File: src/rtl/mem_arbiter_pkg.sv
// Shared types for the two-port memory arbiter.
package mem_arbiter_pkg;

  typedef enum logic [1:0] {
    ST_IDLE = 2'd0,
    ST_G0   = 2'd1,
    ST_G1   = 2'd2
  } state_e;

endpackage

File: src/rtl/rr_pick2.sv
// Two-way round-robin pick: on a tie the port that did not win last time wins.
module rr_pick2 (
  input  logic req0,
  input  logic req1,
  input  logic last,
  output logic winner,
  output logic any
);

  always_comb begin
    any = req0 | req1;
    if (req0 && req1) begin
      winner = ~last;
    end else begin
      winner = req1;
    end
  end

endmodule

File: src/rtl/mem_arbiter.sv
// Round-robin arbiter sharing a single-port memory between the CPU (port 0)
// and a secondary master (port 1), with bounded burst tenure.
module mem_arbiter
  import mem_arbiter_pkg::*;
#(
  parameter int ADDR_WIDTH = 6,
  parameter int DATA_WIDTH = 16,
  parameter int MAX_BURST  = 4
) (
  input  logic                  clk,
  input  logic                  rst_n,
  input  logic                  req0,
  input  logic                  we0,
  input  logic [ADDR_WIDTH-1:0] addr0,
  input  logic [DATA_WIDTH-1:0] wdata0,
  output logic                  gnt0,
  output logic                  rvalid0,
  output logic [DATA_WIDTH-1:0] rdata0,
  input  logic                  req1,
  input  logic                  we1,
  input  logic [ADDR_WIDTH-1:0] addr1,
  input  logic [DATA_WIDTH-1:0] wdata1,
  output logic                  gnt1,
  output logic                  rvalid1,
  output logic [DATA_WIDTH-1:0] rdata1,
  output logic                  mem_we,
  output logic [ADDR_WIDTH-1:0] mem_addr,
  output logic [DATA_WIDTH-1:0] mem_data,
  input  logic [DATA_WIDTH-1:0] mem_out
);

  localparam int BW = $clog2(MAX_BURST) + 1;
  localparam logic [BW-1:0] BURST_LAST = BW'(MAX_BURST - 1);

  state_e          state_q, state_d;
  logic            last_q, last_d;
  logic [BW-1:0]   burst_q, burst_d;
  logic            rvalid0_q, rvalid0_d;
  logic            rvalid1_q, rvalid1_d;

  logic            idle_win, idle_any;
  logic            hand_req0, hand_req1;
  logic            hand_win, hand_any;
  logic            owner_g1, owner_req;

  rr_pick2 u_idle_pick (
    .req0   (req0),
    .req1   (req1),
    .last   (last_q),
    .winner (idle_win),
    .any    (idle_any)
  );

  // Only the non-owner's request competes for a handover.
  assign hand_req0 = (state_q == ST_G1) & req0;
  assign hand_req1 = (state_q == ST_G0) & req1;

  rr_pick2 u_hand_pick (
    .req0   (hand_req0),
    .req1   (hand_req1),
    .last   (last_q),
    .winner (hand_win),
    .any    (hand_any)
  );

  always_comb begin
    owner_g1  = (state_q == ST_G1);
    owner_req = owner_g1 ? req1 : req0;
    gnt0      = (state_q == ST_G0) & req0;
    gnt1      = (state_q == ST_G1) & req1;
    mem_addr  = owner_g1 ? addr1 : addr0;
    mem_data  = owner_g1 ? wdata1 : wdata0;
    mem_we    = (gnt0 & we0) | (gnt1 & we1);
    rvalid0_d = gnt0 & ~we0;
    rvalid1_d = gnt1 & ~we1;

    state_d = state_q;
    last_d  = last_q;
    burst_d = burst_q;

    case (state_q)
      ST_IDLE: begin
        burst_d = '0;
        if (idle_any) begin
          state_d = idle_win ? ST_G1 : ST_G0;
        end
      end
      ST_G0, ST_G1: begin
        // Leave when the owner is done, or when its tenure is used up and the
        // other port is waiting; the current cycle's access still completes.
        if (!owner_req || (hand_any && (burst_q == BURST_LAST))) begin
          last_d  = owner_g1;
          burst_d = '0;
          if (hand_any) begin
            state_d = hand_win ? ST_G1 : ST_G0;
          end else begin
            state_d = ST_IDLE;
          end
        end else if (burst_q != BURST_LAST) begin
          burst_d = burst_q + 1'b1;
        end
      end
      default: begin
        state_d = ST_IDLE;
        burst_d = '0;
      end
    endcase
  end

  always_ff @(posedge clk or negedge rst_n) begin
    if (!rst_n) begin
      state_q   <= ST_IDLE;
      last_q    <= 1'b1;
      burst_q   <= '0;
      rvalid0_q <= 1'b0;
      rvalid1_q <= 1'b0;
    end else begin
      state_q   <= state_d;
      last_q    <= last_d;
      burst_q   <= burst_d;
      rvalid0_q <= rvalid0_d;
      rvalid1_q <= rvalid1_d;
    end
  end

  assign rvalid0 = rvalid0_q;
  assign rvalid1 = rvalid1_q;
  assign rdata0  = mem_out;
  assign rdata1  = mem_out;

  a_gnt_onehot: assert property (@(posedge clk) disable iff (!rst_n) !(gnt0 && gnt1));

endmodule

File: config.mk
export PLATFORM = sky130hd
export DESIGN_NAME = mem_arbiter
export DESIGN_NICKNAME = d
export VERILOG_FILES = /design/src/rtl/mem_arbiter_pkg.sv /design/src/rtl/rr_pick2.sv /design/src/rtl/mem_arbiter.sv
export SDC_FILE = /design/constraint.sdc
export NUM_CORES = 1
export LEC_CHECK = 0
export ABC_AREA = 1
export BUFFER_PORTS_ARGS = -buffer_cell sky130_fd_sc_hd__clkbuf_2
export CAP_MARGIN = 10
export CORE_ASPECT_RATIO = 1.75
export CORE_MARGIN = 3
export CORE_UTILIZATION = 30
export CTS_CLUSTER_DIAMETER = 120
export DETAILED_ROUTE_END_ITERATION = 8
export PLACE_DENSITY = 0.77
export SETUP_SLACK_MARGIN = 0.1
export SLEW_MARGIN = 20
export SYNTH_ARGS = -nofsm -noshare
export SYNTH_HDL_FRONTEND = slang
export SYNTH_HIERARCHICAL = 1
export SYNTH_SLANG_ARGS = --single-unit
File: constraint.sdc
create_clock -name clk -period 1.41 [get_ports clk]
set_clock_uncertainty 0.1 [all_clocks]
set_input_delay 0.282 -clock clk [delete_from_list [all_inputs] [get_ports clk]]
set_output_delay 0.282 -clock clk [all_outputs]
set_load 0.1 [all_outputs]
### Yosys cells after proc, flatten, opt, wreduce, memory -nomap -nowiden

Index checks and enable logic that the tools add are counted.

* equality and inequality tests: 7
* $add $sub $neg: 1
* reductions and logical operators: 9
* mux-type cells: 14
* bitwise logic cells: 14

Operators by type and width (number)
* $mux 16: 1
* $mux 2: 5
* $mux 3: 3
* $and 1x1->1: 8
* $mux 6: 1
* $ne 2x2->1 const B: 2
* $pmux 2 s2: 1
* $reduce_and 2->1: 2
* $add 3x1->3 const B: 1
* $eq 3x2->1 const B: 1
* $logic_and 1x1->1: 3
* $mux 1: 3
* $ne 3x2->1 const B: 1
* $ne 3x3->1 const B: 1
* $not 1->1: 3
* $or 1x1->1: 3
* $eq 2x1->1 const B: 1
* $eq 2x2->1 const B: 1
* $logic_not 2->1: 1
* $reduce_or 2->1: 1
* $logic_not 1->1: 1
* $logic_or 1x1->1: 1

* bits of input ports: 66
* register bits: 8
* output and inout bits: 59
* logic and storage cells: 50

### Depth between registers and ports, before layout

* depth after elaboration: 8
* gate-level depth with buffers: 11
* gate-level depth less buffers: 11

### By module

The synthesis kept the hierarchy.

Modules (own cells, without submodules)
* mem_arbiter: cells an instance 165, area an instance 1009.7 um^2, times used 1
* rr_pick2: cells an instance 3, area an instance 15.0 um^2, times used 2

### Worst setup path before layout

Ideal clock, no wire load.

* path kind: register -> output
* start point: register state_q[1]
* end point: output port mem_we
* required time: 1.028 ns
* data arrival time: 2.193 ns
* slack: -1.165 ns
* stages on the path, launching flop included: 6
* path buffers: 0
* cell sequence: dfrtp_1 > inv_1 > ha_1 > nand2_1 > inv_1 > a22o_1

* cells in the longest elaborated chain, start to end: 4
* elaborated cells on any way between the ends: 7
* classes of those cells: 2 x eq/ne; 5 x bitwise

RTL lines
* start, declared: line mem_arbiter.sv:35 `state_e state_q, state_d;`
* start signal, assigned: line mem_arbiter.sv:118 `state_q <= state_d;`
* $eq 2x1->1: line mem_arbiter.sv:69 `gnt0 = (state_q == ST_G0) & req0;`
* $and 1x1->1: line mem_arbiter.sv:69
* net gnt0: line mem_arbiter.sv:16 `output logic gnt0,`
* $and 1x1->1: line mem_arbiter.sv:73 `mem_we = (gnt0 & we0) | (gnt1 & we1);`
* $or 1x1->1: line mem_arbiter.sv:73
* end, declared: line mem_arbiter.sv:26 `output logic mem_we,`

The timed path passes the listed nets, and every way through them passes these cells.

### Worst setup path in the final report

* start point: register state_q[0]
* end point: output port mem_data[9]

* cells in the longest elaborated chain, start to end: 2

RTL lines
* $eq 2x2->1: line mem_arbiter.sv:67 `owner_g1 = (state_q == ST_G1);`
* net owner_g1: line mem_arbiter.sv:44 `logic owner_g1, owner_req;`
* $mux 16: line mem_arbiter.sv:72 `mem_data = owner_g1 ? wdata1 : wdata0;`
* end, declared: line mem_arbiter.sv:28 `output logic [DATA_WIDTH-1:0] mem_data,`

The timed path passes the listed nets, and every way through them passes these cells.

==> impl_metrics.ini <==
[status]
status = finished with violations
violations = negative setup slack

[synth]
syn_nets = 244
synth_common_cells = nand2_1 (85), buf_4 (32), inv_1 (12), dfrtp_1 (7), ha_1 (7)
async_flop_share_pct = 100.0
yosysSeqAreaShare_pct = 19.37
netlist_top_cells_area = nand2_1 (31%), buf_4 (23%), dfrtp_1 (17%)
yosysTopAreaCell = nand2_1
synth_ff_type = dfrtp_1
syn_area_sq_um = 1040
syn_inst = 171
synth_enable_flop_cells = 0
yosys_register_bits = 8
yosys.area.top_type_share_pct = 30.69
synth.most_common_cell = nand2_1
ys_types = 17
synth.avg_cell_area_sq_um = 6.080
ys_warn_count = 6

[cts]
htreeDepth = 1
cts.sinks = 8
cts_buffers = 3
path_clk_slew_ns = 0.04
worstSkewPairLatency_ns = 0.22
cts_root_buf = clkbuf_8
clk_path_buf_depth = 2
cts_tree = done

[worst_setup_path]
worstSetupEndpointType = output pin
arrival_ns = 1.52
criticalPathCategory = flip-flop to output pin
setup.worst_path.start_class = flip-flop
required_ns = 1.03
cp_max_fo = 6
r2r.worst_path.cells = 10

[power]
p_leak_nw = 1.326
ir_worst_vdd_mv = 1.653
powerDensity_nw_per_um2 = 2274

[sta]
drv_slew = 0
hold_viol_final = 0
fin_crit_sh_pct = 135.0
holdWs_ns = 0.1408
worst_slack_ns = -0.4938
final-setup-viol-count = 31
max_freq_mhz = 525.3
period_minus_slack_ns = 1.904
tightest_slew_ns = 0.2646
rsz0062_at_grt = yes
maxSlewHeadroom_pct = 82.36

[finish]
final_nets = 315
fill_cells = 173
syn_to_final_growth_pct = 156.9
antenna_cells = 0
layout-drive-gt1-share_pct = 83.40

[floorplanning]
die_area_sq_um = 4236
start_util_pct = 32.06
die_w_microns = 50.50
rows = 27
io_pins = 125
dieHeight_microns = 83.88
core-area_sq_um = 3243

[placement]
preCtsSetupSlack_ns = -0.3642
dp_hpwl_microns = 2838
globalplace.congestion = 0.7942
place.port_buffers = 76

[grt]
gr-total-overflow = 0
antenna_found_initial = 0
grt_pass1_wl_microns = 6658
grtUsageTotal_pct = 20.22
grt_pass1_vias = 1462
grt_max_degree = 13

[hold_path]
whs_path_depth = 2
hp-class = input port to flip-flop

[drt]
dr.pass1.iters = 4
ant_nets = 0
wirelength_microns = 4669
vias = 1319
routedWlPerCell_microns = 16.44
drt_iter0_drc = 11
drc_errors = 0
routed_via_density = 4.644

[run]
maxCapViolCount = 0
[stage by stage]
step                      util (%)  area, sq um  std cells  total power (W)  setup TNS [ns]
after floorplan                  -         1449        171         0.003735          -6.275
after global placement       65.70         2131        267         0.004668          -7.775
after detailed placement     65.70         2131        267         0.004742          -9.320
after CTS                    77.66         2519        281         0.005686          -13.15
after global routing         82.37         2671        284         0.006300          -15.28
final                        82.37         2671        284         0.006074          -13.30
[final cells by class]
| cell class | instances | area (sq um) | area share [%] |
|---|---|---|---|
| clock buffers | 4 | 45.04 | 1.686 |
| well taps | 43 | 53.80 | 2.014 |
| multi-input cells | 114 | 1199 | 44.87 |
| flip-flops and latches | 8 | 202.7 | 7.588 |
| inverters | 13 | 61.31 | 2.295 |
| repair buffers | 102 | 1110 | 41.55 |
[kinds of logic (layout without fill, tap and decap cells)]
logic type / after synthesis / in the layout / synth area share (%)
adders and majority gates: 7 / 7 / 8.423
muxes: 1 / 1 / 0.9627
AOI/OAI and AO/OA: 7 / 7 / 3.730
and+or+nand+nor: 98 / 98 / 36.94
xor gates and xnor gates: 1 / 1 / 0.8425
buffers and inverters: 49 / 119 / 29.72
DFF: 8 / 8 / 19.37
[final timing paths]
path | slack [ns] | end | from
worst max-delay path | -0.49 | mem_data[9] | state_q[0]
worst min-delay path | 0.14 | rvalid1 | we1
worst max register to register | -0.37 | state_q[1] | state_q[1]
worst min register to register | 0.40 | last_q | last_q
max in group asynchronous | 0.57 | last_q | rst_n
min in group asynchronous | 0.40 | burst_q[0] | rst_n
[cells in the final DEF (no fill, tap or decap), drive strengths merged]
cell type and n:
dlygate4sd3 1, xor2 1, nand3 5, a22o 1
nor2 6, o21ai 1, clkbuf 55, a21oi 5
dfstp 1, clkinvlp 2, inv 11, nand2 85
buf 50, dfrtp 7, or2 2, mux2i 1
ha 7
[metal layers]
metal	wire length [microns]	track usage (%)
met5	0	0
met4	53	5.147
met3	245	3.399
met2	2884	42.86
met1	1487	18.03
[state kept, by name (all words and copies together) (netlist names)]
signal / cells
last_q: 1
rvalid1: 1
burst_q: 3
state_q: 2
rvalid0: 1
[repair_timing]
action,CTS,global route
cloned,2,2
hold endpoints to repair,7,0
hold buffers,1,0
pin swaps,8,10
setup endpoints to repair,31,31
resized for setup,71,23
setup buffers,7,1
[worst max-delay path, cell delays in order (launching register included)]
cell,delay (ns)
dfrtp_1,0.40
inv_2,0.11
ha_4,0.18
buf_6,0.13
clkbuf_16,0.16
nand2_2,0.09
nand2_8,0.07
buf_12,0.16
[report_power, final]
part           leakage, nW  switching [W]  internal [W]
registers            0.103      0.0000834      0.000307
clock network       0.0228      0.0000867      0.000196
logic                 1.20        0.00326       0.00214
total                 1.33        0.00343       0.00264
(Power assumes the default switching activity.)
